**src/rtl/ram_rmw_pkg.sv**
```systemverilog
// Shared types and constants for the RAM read-modify-write adapter.
package ram_rmw_pkg;

  localparam int WORD_W = 32;
  localparam int BE_W   = 4;
  localparam logic [BE_W-1:0] BE_FULL = 4'hF;

  typedef enum logic [1:0] {
    IDLE = 2'd0,
    RD   = 2'd1,
    RSP  = 2'd2
  } state_t;

endpackage

```
**src/rtl/rmw_byte_merge.sv**
```systemverilog
// Byte-lane merge: each lane comes from the new word when its enable is set,
// otherwise from the old word.
module rmw_byte_merge
  import ram_rmw_pkg::*;
(
  input  logic [WORD_W-1:0] i_old,
  input  logic [WORD_W-1:0] i_new,
  input  logic [BE_W-1:0]   i_be,
  output logic [WORD_W-1:0] o_merged
);

  for (genvar gi = 0; gi < BE_W; gi++) begin : g_lane
    assign o_merged[gi*8 +: 8] = i_be[gi] ? i_new[gi*8 +: 8] : i_old[gi*8 +: 8];
  end

endmodule

```
**src/rtl/ram_rmw_adapter.sv**
```systemverilog
// Core load/store front end for a word-only RAM; partial stores are turned
// into a read-modify-write over the RAM's registered read port.
module ram_rmw_adapter
  import ram_rmw_pkg::*;
#(
  parameter int MEM_SIZE = 4096
) (
  input  logic              clk,
  input  logic              rst,
  input  logic              req_valid,
  output logic              req_ready,
  input  logic              req_we,
  input  logic [31:0]       req_addr,
  input  logic [BE_W-1:0]   req_be,
  input  logic [WORD_W-1:0] req_wdata,
  output logic              rsp_valid,
  output logic [WORD_W-1:0] rsp_rdata,
  output logic              ram_we,
  output logic [31:0]       ram_addr,
  output logic [WORD_W-1:0] ram_din,
  input  logic [WORD_W-1:0] ram_dout
);

  if (MEM_SIZE <= 0) begin : g_bad_mem_size
    $error("MEM_SIZE must be positive");
  end

  state_t              r_state;
  state_t              w_state_next;
  logic [31:2]         r_addr_q;
  logic                r_we_q;
  logic [BE_W-1:0]     r_be_q;
  logic [WORD_W-1:0]   r_wdata_q;
  logic [WORD_W-1:0]   r_rdata_q;
  logic [WORD_W-1:0]   w_rdata_next;
  logic                w_rdata_load;
  logic                w_accept;
  logic [WORD_W-1:0]   w_merged;
  logic                w_unused_addr_lsb;

  // Byte offset within the word has no meaning to a word RAM.
  assign w_unused_addr_lsb = ^req_addr[1:0];

  assign req_ready = (r_state == IDLE) && !rst;
  assign w_accept  = req_valid && req_ready;
  assign rsp_valid = (r_state == RSP);
  assign rsp_rdata = r_rdata_q;

  rmw_byte_merge u_merge (
    .i_old    (ram_dout),
    .i_new    (r_wdata_q),
    .i_be     (r_be_q),
    .o_merged (w_merged)
  );

  always_comb begin
    w_state_next = r_state;
    w_rdata_load = 1'b0;
    w_rdata_next = r_rdata_q;
    ram_we       = 1'b0;
    ram_addr     = '0;
    ram_din      = '0;
    case (r_state)
      IDLE: begin
        ram_addr = {req_addr[31:2], 2'b00};
        if (w_accept) begin
          if (req_we && (req_be == BE_FULL)) begin
            ram_we       = 1'b1;
            ram_din      = req_wdata;
            w_rdata_load = 1'b1;
            w_rdata_next = '0;
            w_state_next = RSP;
          end else begin
            w_state_next = RD;
          end
        end
      end
      RD: begin
        ram_addr     = {r_addr_q, 2'b00};
        w_rdata_load = 1'b1;
        if (r_we_q) begin
          w_rdata_next = '0;
          if (r_be_q != '0) begin
            ram_we  = 1'b1;
            ram_din = w_merged;
          end
        end else begin
          w_rdata_next = ram_dout;
        end
        w_state_next = RSP;
      end
      RSP: begin
        ram_addr     = {r_addr_q, 2'b00};
        w_state_next = IDLE;
      end
      default: w_state_next = IDLE;
    endcase
    // Reset is asynchronous, so the combinational RAM port must be quiet too.
    if (rst) begin
      ram_we   = 1'b0;
      ram_addr = '0;
      ram_din  = '0;
    end
  end

  always_ff @(posedge clk or posedge rst) begin
    if (rst) begin
      r_state   <= IDLE;
      r_addr_q  <= '0;
      r_we_q    <= 1'b0;
      r_be_q    <= '0;
      r_wdata_q <= '0;
      r_rdata_q <= '0;
    end else begin
      r_state <= w_state_next;
      if (w_accept) begin
        r_addr_q  <= req_addr[31:2];
        r_we_q    <= req_we;
        r_be_q    <= req_be;
        r_wdata_q <= req_wdata;
      end
      // Only updated on entry to RSP so the response data holds afterwards.
      if (w_rdata_load) begin
        r_rdata_q <= w_rdata_next;
      end
    end
  end

endmodule

```
**config.mk**
```make
export PLATFORM = sky130hd
export DESIGN_NAME = ram_rmw_adapter
export DESIGN_NICKNAME = d
export VERILOG_FILES = /design/src/rtl/ram_rmw_pkg.sv /design/src/rtl/rmw_byte_merge.sv /design/src/rtl/ram_rmw_adapter.sv
export SDC_FILE = /design/constraint.sdc
export NUM_CORES = 1
export LEC_CHECK = 0
export ABC_CLOCK_PERIOD_IN_PS = 6600
export BUFFER_PORTS_ARGS = -buffer_cell sky130_fd_sc_hd__buf_2
export CAP_MARGIN = 30
export CORE_ASPECT_RATIO = 1.4
export CORE_MARGIN = 4
export CORE_UTILIZATION = 40
export CTS_BUF_LIST = sky130_fd_sc_hd__clkbuf_4
export CTS_CLUSTER_DIAMETER = 150
export DETAILED_ROUTE_END_ITERATION = 7
export GPL_ROUTABILITY_DRIVEN = 1
export PLACE_DENSITY = 0.76
export SLEW_MARGIN = 10
export SYNTH_ARGS = -nofsm -noshare
export SYNTH_HDL_FRONTEND = slang
export SYNTH_HIERARCHICAL = 1
export SYNTH_SLANG_ARGS = --single-unit
```
**constraint.sdc**
```tcl
create_clock -name clk -period 6.6 [get_ports clk]
set_input_delay 0.66 -clock clk [delete_from_list [all_inputs] [get_ports clk]]
set_output_delay 0.66 -clock clk [all_outputs]
set_load 0.03 [all_outputs]
```
After elaboration in Yosys (flattened, before gate mapping)
Index checks and enable logic that the tools add are counted.

cells by class
  reduce and logical (&&, ||, !) cells = 9
  multiplexer cells = 26
  equality and inequality tests = 5

operator list
  cell                number
  $mux 32             9
  $pmux 32 s2         3
  $mux 8              4
  $mux 1              5
  $eq 4x4->1 const B  1
  $mux 2              2
  $pmux 1 s2          2
  $pmux 2 s2          1
  $reduce_and 4->1    1
  $reduce_bool 4->1   1
  $logic_and 1x1->1   3
  $eq 2x1->1 const B  1
  $eq 2x2->1 const B  1
  $logic_not 2->1     1
  $ne 2x1->1 const B  1
  $ne 2x2->1 const B  1
  $reduce_bool 2->1   1
  $reduce_or 2->1     1
  $logic_not 1->1     1

storage, ports and cells
  output and inout port bits = 99
  register bits after elaboration = 101

Logic depth before layout (Yosys ltp)
Gate-level depths: netlist of run 1.

  depth after elaboration = 6
  gate-level depth with buffers = 9
  gate-level depth less buffers = 5

Cells and area by module
The synthesis of run 1 kept the hierarchy.

by module, submodules not included
  module           area each (um2)  cells an instance  seq. area each (um2)  instances
  ram_rmw_adapter  4,914.7          595                2,527.4               1
  rmw_byte_merge   525.5            36                 0.0                   1

Worst setup path before layout of run 1
No wires, ideal clock.

  path kind = reg-to-output
  start = register r_state[0]
  end = output port ram_we
  required time = 5.940 ns
  setup slack = 3.955 ns
  buffers on the path = 3
  stages on the path, launching flop included = 9
  arrival time = 1.985 ns
  path through = dfrtp_1 -> inv_1 -> ha_1 -> buf_6 -> and3b_1 -> buf_2 -> buf_2 -> nand3_1 -> a21boi_0

between the ends
  word-level cells in the longest chain between the ends = 6
  elaborated cells on any way between the ends = 7
  classes of those cells = eq/ne: 1; mux: 3; reduce/logical: 3

RTL lines
  what                      RTL line                                      text
  start: declaration        ram_rmw_adapter.sv:28                         state_t r_state;
  start signal: assignment  ram_rmw_adapter.sv:115                        r_state <= w_state_next;
  $logic_not 2->1           ram_rmw_adapter.sv:44, ram_rmw_adapter.sv:63
  $logic_and 1x1->1         ram_rmw_adapter.sv:44                         assign req_ready = (r_state == IDLE) && !rst;
  $logic_and 1x1->1         ram_rmw_adapter.sv:45                         assign w_accept = req_valid && req_ready;
  $mux 1                    ram_rmw_adapter.sv:66                         if (w_accept) begin
  $pmux 1 s2 (*)            ram_rmw_adapter.sv:63                         case (r_state)
  $mux 1 (*)                ram_rmw_adapter.sv:99                         if (rst) begin
  end: declaration          ram_rmw_adapter.sv:18                         output logic ram_we,

Every way passes the cells marked *; elsewhere a longest branch is shown, timed or not.

Final worst setup path of run 1
  start = register r_state[1]
  end = output port ram_din[23]

between the ends
  word-level cells in the longest chain between the ends = 6
  elaborated cells on any way between the ends = 7
  classes of those cells = eq/ne: 1; mux: 3; reduce/logical: 3

RTL lines
  what               RTL line                                      text
  $logic_not 2->1    ram_rmw_adapter.sv:44, ram_rmw_adapter.sv:63
  $logic_and 1x1->1  ram_rmw_adapter.sv:44
  $logic_and 1x1->1  ram_rmw_adapter.sv:45
  $mux 32            ram_rmw_adapter.sv:66
  $pmux 32 s2 (*)    ram_rmw_adapter.sv:63
  $mux 32 (*)        ram_rmw_adapter.sv:99
  end: declaration   ram_rmw_adapter.sv:20                         output logic [WORD_W-1:0] ram_din,

Marks and branches as above.

==> metrics.txt, run 1 <==
Die H=146 um; H-tree depth=3; Seq cells post-synth=101; initial antenna violation count=2; register area share after synthesis=46.5%; vias=4,954; Longest Clk Path Bufs=2; dominant cell type by area after synthesis=dfrtp_1; Cells after Synth=631; top cell type's share of synthesized area=46.5%; Worst Reg-to-Reg Cells=7; unrepaired setup endpoints after global routing=false; clock sinks=101; crit path from=r_state[1]; status=finished clean; CTS Hold Bufs=0; Die ar.=15,600 sq um; reg-to-reg setup timing slack=3.73 ns; Tightest Pin Transition=0.924 ns; Clock Skew=0.0205 ns; drt first pass iters=4; initial core utilization=40.8%; via/cell ratio=5.01; commonest non-fill, non-tap cell in the layout=nand2_1; startpoint type of the worst setup path=register; routed length per instance=15.9 um; GR Overflow Total=0; multiplexer share of the synthesized area=14.7%; min Tclk post-route=3.56 ns; worst hold path class=primary input to asynchronous set/reset pin; GP Congestion=0.804; vias in the first global route=5,071; Filler cells=1,330; PortBufs=198; num ports=203; row count=50; worst path arrival time=2.90 ns; detailed placement HPWL=10.8 mm; post-synthesis compound-gate area fraction=8.72%; Final #Nets=910; number of synthesized flops with an enable pin=0; Area Overhead vs Synth=22.4%; Synth Area in XOR/XNOR=0%; synthesized area=5440 sq um; Leak Pwr=3.59 nW; syn_area_per_cell=8.62 sq um; asr flop ratio synth=100%; total wire length=15.7 mm; critical path endpoint=ram_din[23]; Peak Freq=281 MHz; post-route ant nets=0; Yosys warning count=6; largest family of logic cells by synthesized area=simple AND/OR/NAND/NOR gates; DR iter-0 viols=239; flip-flop and latch area=2530 sq um; critical path data required time=5.94 ns; predominant post-synthesis flop cell=dfrtp_1; number of buffers created by CTS=9; worst flop-to-flop path endpoint=rsp_rdata[19]; max cap viols=0; CP Capture Type=output pin; Clock Latency Late Sink=0.45 ns; Final Hold Fails=0; share of layout cells above drive strength 1=32.1%; CTS root buf=clkbuf_4; count of cell types in the netlist=29; Max IR drop VDD=331 uV; pin count of the biggest net entering global routing=54; final setup fails=0; first-pass GRT wire length=25.5 mm; Power per Cell Area=469 nW/um^2; CTS resizes=0; chip width=107 um; Post-Synth Simple-Gate Area=21.7%; CTS tree=built; setup tns final=0 ns; largest cells by area after synthesis=dfrtp_1 46%, nand2_1 18%, mux2_4 8.8%; Relative slew margins=38.2%; fin cells=989; Crit Path Max Fanout=36; CP Class=register to output pin; DRC=0; Post-CTS Setup Bufs=0; commonest cells after routing, fill and taps aside=265 x nand2_1, 198 x buf_2, 101 x dfrtp_1; core area=13,300 sq um; fin. max-slew vios=0; Worst R2R Start=r_state[1]; multi-input logic area=2520 sq um; period utilization=53.9%; Reg clk slew, reported paths=0.16 ns; placed insts=973; Synth Area in Adders=0.920%; GRT Overall Usage=20.3%
## per-stage QoR
stage	hold slack, ns	utilization, %	power [mW]	worst slack, ns	instance area [sq um]
3_3_place_gp	0.457	48.5	2.71	3.45	6460
4_1_cts	0.139	50.0	3.16	3.00	6660
3_5_place_dp	0.463	48.9	2.79	3.43	6510
5_1_grt	0.150	50.0	3.36	2.85	6660
2_1_floorplan	0.446	-	2.35	3.29	5440
6_report	0.175	50.0	3.12	3.04	6660
## flip-flops by register name (all words and copies together), names as in the netlist
register / flops
r_we_q: 1
r_be_q: 4
r_addr_q: 30
r_wdata_q: 32
r_state: 2
rsp_rdata: 32
## metal layers
metal | track usage (%) | share of wire [%] | vias to the layer above
li1 | - | - | 2379
met1 | 25.0 | 41 | 2394
met2 | 34.6 | 51 | 153
met3 | 4.08 | 5.3 | 26
met4 | 7.93 | 2.6 | 2
met5 | 0 | 0.083 | -
## synth_stat cells, types with 2 or more instances
library cell    n
dfrtp_1       101
mux2i_1        32
buf_6           9
buf_2           5
clkbuf_1       31
nand3_1         3
a22oi_1        30
mux2_4         32
buf_4           2
ha_1            4
inv_1          37
nand2_1       265
o22ai_1        32
nor2_1         32
buf_1           2
## worst max-delay path: stages, from the launching register on
cell and delay, ns:
dfrtp_1 0.46, inv_1 0.10, ha_1 0.16, buf_4 0.36
o21ba_2 0.79, nand2_1 0.14, o22ai_1 0.17, buf_2 0.26
## final cells by class
class                   count  area share, %
flip-flops and latches    101           37.9
clock buffers               9           1.01
diodes                      1         0.0376
well taps                 182           3.42
clock inverters             6           1.18
multi-input cells         445           37.8
repair buffers            208           16.5
inverters                  37           2.12
## power by group
group / internal, mW / switching (mW)
combinational: 0.616 / 1.03
clock: 0.148 / 0.208
sequential: 0.908 / 0.215
## kinds of logic after synthesis
logic type	after synthesis
flip-flops	101
adder cells (fa/ha/maj)	4
buffers and inverters	86
AND/OR/NAND/NOR	307
multiplexers	64
AO/OA/AOI/OAI	68
other	1
## how the worst min path moves through the flow
stage	depth (start not counted)	slack (ns)	end
2_1_floorplan	2	0.45	r_wdata_q[29]
3_3_place_gp	2	0.46	r_wdata_q[26]
3_5_place_dp	2	0.46	r_wdata_q[29]
4_1_cts	2	0.14	r_addr_q[18]
5_1_grt	2	0.15	r_addr_q[2]
6_report	2	0.18	r_addr_q[2]
(Power assumes the default switching activity.)
==> run 2, diff against run 1 <==
--- a/config.mk
+++ b/config.mk
@@ -5,7 +5,8 @@
 export SDC_FILE = /design/constraint.sdc
 export NUM_CORES = 1
 export LEC_CHECK = 0
-export ABC_CLOCK_PERIOD_IN_PS = 6600
+export ABC_AREA = 1
+export ABC_CLOCK_PERIOD_IN_PS = 3020
 export BUFFER_PORTS_ARGS = -buffer_cell sky130_fd_sc_hd__buf_2
 export CAP_MARGIN = 30
 export CORE_ASPECT_RATIO = 1.4
@@ -15,7 +16,7 @@
 export CTS_CLUSTER_DIAMETER = 150
 export DETAILED_ROUTE_END_ITERATION = 7
 export GPL_ROUTABILITY_DRIVEN = 1
-export PLACE_DENSITY = 0.76
+export PLACE_DENSITY = 0.78
 export SLEW_MARGIN = 10
 export SYNTH_ARGS = -nofsm -noshare
 export SYNTH_HDL_FRONTEND = slang
==> constraint.sdc (replaced) <==
create_clock -name clk -period 3.02 [get_ports clk]
set_input_delay 0.302 -clock clk [delete_from_list [all_inputs] [get_ports clk]]
set_output_delay 0.302 -clock clk [all_outputs]
set_load 0.03 [all_outputs]
==> metrics.txt, run 2 <==
Leak Pwr=4.08 nW (+14%); Cells after Synth=845 (+34%); Relative slew margins=59.7% (+21 points); total wire length=17.1 mm (+9.1%); min Tclk post-route=2.78 ns; clock sinks=101 (unchanged); top sig layer=met5; drt first pass iters=5 (+1); core area=14,500 sq um (+8.9%); status=finished clean; Crit Path Max Fanout=41 (+14%); routed length per instance=14.1 um (-11%); Switching Fraction=52.7% (+6.2 points); Final #Nets=1,124 (+24%); met3 WL=1.19 mm (+42%); fin. max-slew vios=0 (unchanged); met2 WL=8.60 mm (+7.3%); Longest Clk Path Bufs=2 (unchanged); unrepaired setup endpoints after global routing=false; GP Congestion=0.887 (+10%); commonest cells after routing, fill and taps aside=427 x nand2_1, 198 x buf_2, 101 x dfrtp_1; number of synthesized flops with an enable pin=0 (unchanged); CTS resizes=0 (unchanged); Power per Cell Area=951 nW/um^2 (+100%); final setup fails=0 (unchanged); Clock Latency Late Sink=0.45 ns (about the same); predominant post-synthesis flop cell=dfrtp_1; chip width=111 um (+4.3%); Final Hold Fails=0 (unchanged); Peak Freq=360 MHz; worst path arrival time=2.47 ns (-0.43 ns); flip-flop and latch area=2530 sq um (unchanged); count leader, synth=nand2_1; Post-CTS Setup Bufs=0 (unchanged); Filler cells=1,514 (+14%); top cell type's share of synthesized area=42.4% (-4.0 points); worst hold path class=primary input to register; logic gate share of total power=55.5% (+2.9 points); register share of total power=34.8% (-1.2 points); CP Class=register to output pin; Area Overhead vs Synth=19.6%; post-route ant nets=0 (unchanged); number of buffers created by CTS=9 (unchanged); Max IR drop VDD=459 uV (+38%); CP Capture Type=output pin; H-tree depth=3 (unchanged); Die H=152 um (+4.4%); CTS Hold Bufs=0 (unchanged); DR iter-0 viols=401 (+68%); initial antenna violation count=7 (+5); largest cells by area after synthesis=dfrtp_1 42%, nand2_1 27%, nand3_1 6.3%; GR Overflow Total=0 (unchanged); commonest cells in the netlist=427 x nand2_1, 101 x dfrtp_1, 75 x nand3_1, 44 x a21oi_1, 39 x inv_1; multi-input logic area=2880 sq um (+14%); first-pass GRT wire length=27.8 mm (+9.1%); Post-Route Utilization=49.1% (-0.90 points); placed inst area=6990 sq um (+7.3%); vias=5,845 (+18%); Die ar.=16,900 sq um (+8.8%); num ports=203 (unchanged); count of cell types in the netlist=25 (-14%); period utilization=91.9%; PortBufs=198 (unchanged); cell area after layout=7120 sq um (+6.9%); power share of the clock group=9.7% (-1.7 points); asr flop ratio synth=100% (unchanged); Clock Skew=0.0218 ns (+0.00131 ns); vias in the first global route=5,523 (+8.9%); setup tns final=0 ns (unchanged); startpoint type of the worst setup path=register; switching pwr=3.57 mW (+150%); CTS root buf=clkbuf_4; detailed placement HPWL=12.6 mm (+17%); initial core utilization=41.0% (+0.22 points); CTS tree=built; row count=52 (+4.0%); Tightest Pin Transition=0.602 ns (-0.322 ns); max cap viols=0 (unchanged); Power Internal=3.20 mW (+92%); Reg clk slew, reported paths=0.17 ns (about the same); share of layout cells above drive strength 1=28.4% (-3.7 points); dominant cell type by area after synthesis=dfrtp_1; critical path data required time=2.72 ns (-3.22 ns); pin count of the biggest net entering global routing=48 (-11%); Met1 Wirelength=6.83 mm (+6.3%); GRT Overall Usage=19.9% (-0.41 points); Seq cells post-synth=101 (unchanged); commonest non-fill, non-tap cell in the layout=nand2_1; DRC=0 (unchanged); synthesized area=5960 sq um (+9.5%); register area share after synthesis=42.4% (-4.0 points); via/cell ratio=4.82 (-3.8%); syn_area_per_cell=7.05 sq um (-18%); Yosys warning count=6 (unchanged)
## run 2: cell count changes in the layout (fill, tap and decap cells not counted), moves of 6 or more
cell	before	now
inv_2	0	6
a21oi_1	1	44
nand3_2	0	22
buf_4	8	16
a22oi_1	30	0
o22ai_1	32	0
a21oi_2	0	20
nand2_1	265	427
mux2i_1	32	0
mux2_4	32	0
nand3_1	3	75
## run 2: power groups by stage
stage	clock, mW	combinational [mW]	sequential, mW
final	0.654	3.76	2.36
after global routing	0.729	4.19	2.45
after CTS	0.672	3.78	2.36
after detailed placement	0	3.78	2.37
after global placement	0	3.71	2.37
after floorplan	0	2.65	2.57
## run 2: cell type report
type / instances / area share [%]
timing repair buffer: 217 / 16.5
clock buffer: 9 / 0.949
sequential: 101 / 35.5
inverter: 46 / 2.49
tap: 189 / 3.32
clock inverter: 7 / 0.720
antenna: 3 / 0.105
multi-input combinational: 641 / 40.4
## run 2: cell families after synthesis
logic type | Yosys count | synth area share, %
buf+inv | 105 | 9.43
flops | 101 | 42.4
fa+ha+maj | 4 | 0.840
compound gates | 68 | 7.04
other cells | 1 | 0.0630
simple gates | 566 | 40.2
## run 2: final timing paths
path                                from            end  slack (ns)  cells after the start
setup / recovery              r_state[1]    ram_din[29]        0.24                      8
hold / removal              req_addr[17]   r_addr_q[17]        0.05                      3
setup reg to reg              r_state[1]   rsp_rdata[9]        0.72                      8
hold reg to reg            rsp_rdata[19]  rsp_rdata[19]        0.49                      2
max in group asynchronous            rst  rsp_rdata[16]        1.84                      5
min in group asynchronous            rst     r_state[1]        0.15                      3
## run 2: through the flow
step	setup WS, ns	hold WS (ns)	power [mW]	cells
3_3_place_gp	0.680	0.449	6.08	1192
5_1_grt	0.0987	0.0119	7.37	1213
2_1_floorplan	0.696	0.419	5.22	846
3_5_place_dp	0.660	0.453	6.16	1193
4_1_cts	0.127	0.0153	6.81	1209
6_report	0.244	0.0460	6.77	1213
## run 2: worst max-delay path, cell delays in order, from the launching register on
cell,delay [ns]
dfrtp_1,0.45
inv_1,0.10
ha_1,0.22
nand2_4,0.09
nor2_4,0.35
buf_12,0.29
nand3_2,0.11
a21oi_2,0.18
buf_2,0.22
## run 2: per-layer routing
layer	GRT usage, %	vias up
met5	0	-
met4	7.42	8
met3	4.97	37
met2	35.2	196
met1	23.1	2646
li1	-	2958
==> run 3, diff against run 2 <==
--- a/config.mk
+++ b/config.mk
@@ -9,14 +9,17 @@
 export ABC_CLOCK_PERIOD_IN_PS = 3020
 export BUFFER_PORTS_ARGS = -buffer_cell sky130_fd_sc_hd__buf_2
 export CAP_MARGIN = 30
+export CELL_PAD_IN_SITES_DETAIL_PLACEMENT = 0
+export CELL_PAD_IN_SITES_GLOBAL_PLACEMENT = 1
 export CORE_ASPECT_RATIO = 1.4
 export CORE_MARGIN = 4
-export CORE_UTILIZATION = 40
+export CORE_UTILIZATION = 33
 export CTS_BUF_LIST = sky130_fd_sc_hd__clkbuf_4
 export CTS_CLUSTER_DIAMETER = 150
 export DETAILED_ROUTE_END_ITERATION = 7
 export GPL_ROUTABILITY_DRIVEN = 1
-export PLACE_DENSITY = 0.78
+export MAX_ROUTING_LAYER = met4
+export PLACE_DENSITY = 0.88
 export SLEW_MARGIN = 10
 export SYNTH_ARGS = -nofsm -noshare
 export SYNTH_HDL_FRONTEND = slang
==> metrics.txt, run 3 (synthesized netlist as in run 2, its figures left out) <==
status=finished clean; initial antenna violation count=5 (-2); chip width=122 um (+9.4%); unrepaired setup endpoints after global routing=false; hold slack=0.0437 ns (-0.00230 ns); detailed placement HPWL=13.1 mm (+4.1%); hold_sp=req_addr[8]; Leak Pwr=4.16 nW (+2.0%); Die H=167 um (+9.6%); CP Class=register to output pin; fin. max-slew vios=0 (unchanged); Reg clk slew, reported paths=0.19 ns (+0.02 ns); critical path data required time=2.72 ns (about the same); Crit path largest cell delay=0.43 ns (-0.02 ns); drt first pass iters=4 (-1); Total Power=6.85 mW (+1.1%); post-route ant nets=0 (unchanged); worst path arrival time=2.45 ns (-0.02 ns); Clock Latency Late Sink=0.48 ns (+0.03 ns); commonest cells after routing, fill and taps aside=427 x nand2_1, 198 x buf_2, 101 x dfrtp_1; period utilization=91.0% (-0.95 points); Clock Skew=0.0239 ns (+0.00211 ns); clock sinks=101 (unchanged); startpoint type of the worst setup path=register; crit path from=r_state[0]; via/cell ratio=4.54 (-5.8%); commonest non-fill, non-tap cell in the layout=nand2_1; Post-CTS Setup Bufs=0 (unchanged); Max IR drop VDD=524 uV (+14%); Worst R2R Start=r_state[1]; final setup fails=0 (unchanged); Power per Cell Area=929 nW/um^2 (-2.3%); vias=5,808 (-0.63%); Cell Chain, Critical Path=inv_1 > ha_1 > nand2_4 > nor2_4 > buf_4 > nand3_2 > a21oi_2 > buf_2; CP Capture Type=output pin; multi-input logic area=2870 sq um (-0.22%); Area Overhead vs Synth=23.7%; cell area after layout=7370 sq um (+3.5%); initial core utilization=33.9% (-7.1 points); PortBufs=198 (unchanged); placed inst area=7010 sq um (+0.23%); vias in the first global route=5,782 (+4.7%); DRC=0 (unchanged); GR Overflow Total=0 (unchanged); core area=17,500 sq um (+21%); share of layout cells above drive strength 1=27.6% (-0.85 points); DR iter-0 viols=339 (-15%); Peak Freq=364 MHz (+1.0%); WP buf/inv=3 (unchanged); Slowest cell on crit path=dfrtp_1; Die ar.=20,300 sq um (+20%); CP top delay family=buffers and inverters; pin count of the biggest net entering global routing=67 (+40%); worst hold path class=primary input to register; Relative slew margins=44.0% (-16 points); row count=57 (+9.6%); setup tns final=0 ns (unchanged); GRT Overall Usage=18.3% (-1.6 points); CTS root buf=clkbuf_4; flip-flop and latch area=2530 sq um (unchanged); number of buffers created by CTS=9 (unchanged); Filler cells=1,937 (+28%); routed length per instance=13.9 um (-1.2%); Longest Clk Path Bufs=2 (unchanged); GP Congestion=0.880 (-0.82%); Tightest Pin Transition=0.840 ns (+0.238 ns); first-pass GRT wire length=29.1 mm (+4.8%); Final Hold Fails=0 (unchanged); H-tree depth=3 (unchanged); min Tclk post-route=2.75 ns (-0.0286 ns); Post-Route Utilization=42.0% (-7.1 points); Crit Path Max Fanout=30 (-27%); CTS tree=built; total wire length=17.8 mm (+4.1%); Final #Nets=1,141 (+1.5%); max cap viols=0 (unchanged); num ports=203 (unchanged)
-- run 3: cell count changes in the layout (fill, tap and decap cells not counted), moves of 2 or more --
cell,previous run,this run
dlygate4sd3_1,0,21
clkinvlp_4,4,1
buf_4,16,14
diode_2,3,5
inv_6,2,4
-- run 3: worst paths after layout --
path	slack, ns	to	cells after the start
worst max-delay path	0.27	ram_din[16]	8
worst min register to register	0.49	rsp_rdata[26]	2
worst min-delay path	0.04	r_addr_q[8]	3
max in group asynchronous	1.47	r_addr_q[18]	4
min in group asynchronous	0.39	r_state[1]	3
worst max register to register	0.38	rsp_rdata[24]	9
-- run 3: worst register-to-register path: stages (launching register included) --
cell and delay [ns]:
dfrtp_1 0.43, inv_1 0.08, ha_1 0.28, buf_4 0.25
inv_2 0.08, a21oi_2 0.05, nor2_4 0.60, nand2_2 0.55
nand2_1 0.19, nand2_1 0.06
-- run 3: where the power goes --
group | switching [mW] | total, mW | internal [mW]
Combinational | 2.65 | 3.74 | 1.09
Clock | 0.487 | 0.745 | 0.258
Sequential | 0.407 | 2.36 | 1.96
-- run 3: stage by stage --
| stage | setup WS (ns) | cells |
|---|---|---|
| after floorplan | 0.696 | 846 |
| after global placement | 0.396 | 1237 |
| after detailed placement | 0.336 | 1237 |
| after CTS | 0.199 | 1274 |
| after global routing | 0.0703 | 1279 |
| final | 0.272 | 1279 |
-- run 3: what timing repair did --
item	in CTS	in global routing
resized for setup	0	0
hold buffers	21	0
endpoints found under the hold margin	55	0
-- run 3: final cells by class --
type / count / area share, %
multi-input combinational: 640 / 38.9
sequential: 101 / 34.3
timing repair buffer: 235 / 18.3
tap: 236 / 4.01
inverter: 46 / 2.41
clock inverter: 7 / 0.985
clock buffer: 9 / 0.917
antenna: 5 / 0.170
-- run 3: per-layer routing --
layer | GRT usage [%] | wire length, um | vias up
li1 | - | - | 3003
met1 | 20.9 | 7290 | 2627
met2 | 31.3 | 9010 | 149
met3 | 3.09 | 1020 | 29
met4 | 7.85 | 509 | 0
met5 | - | 0 | -
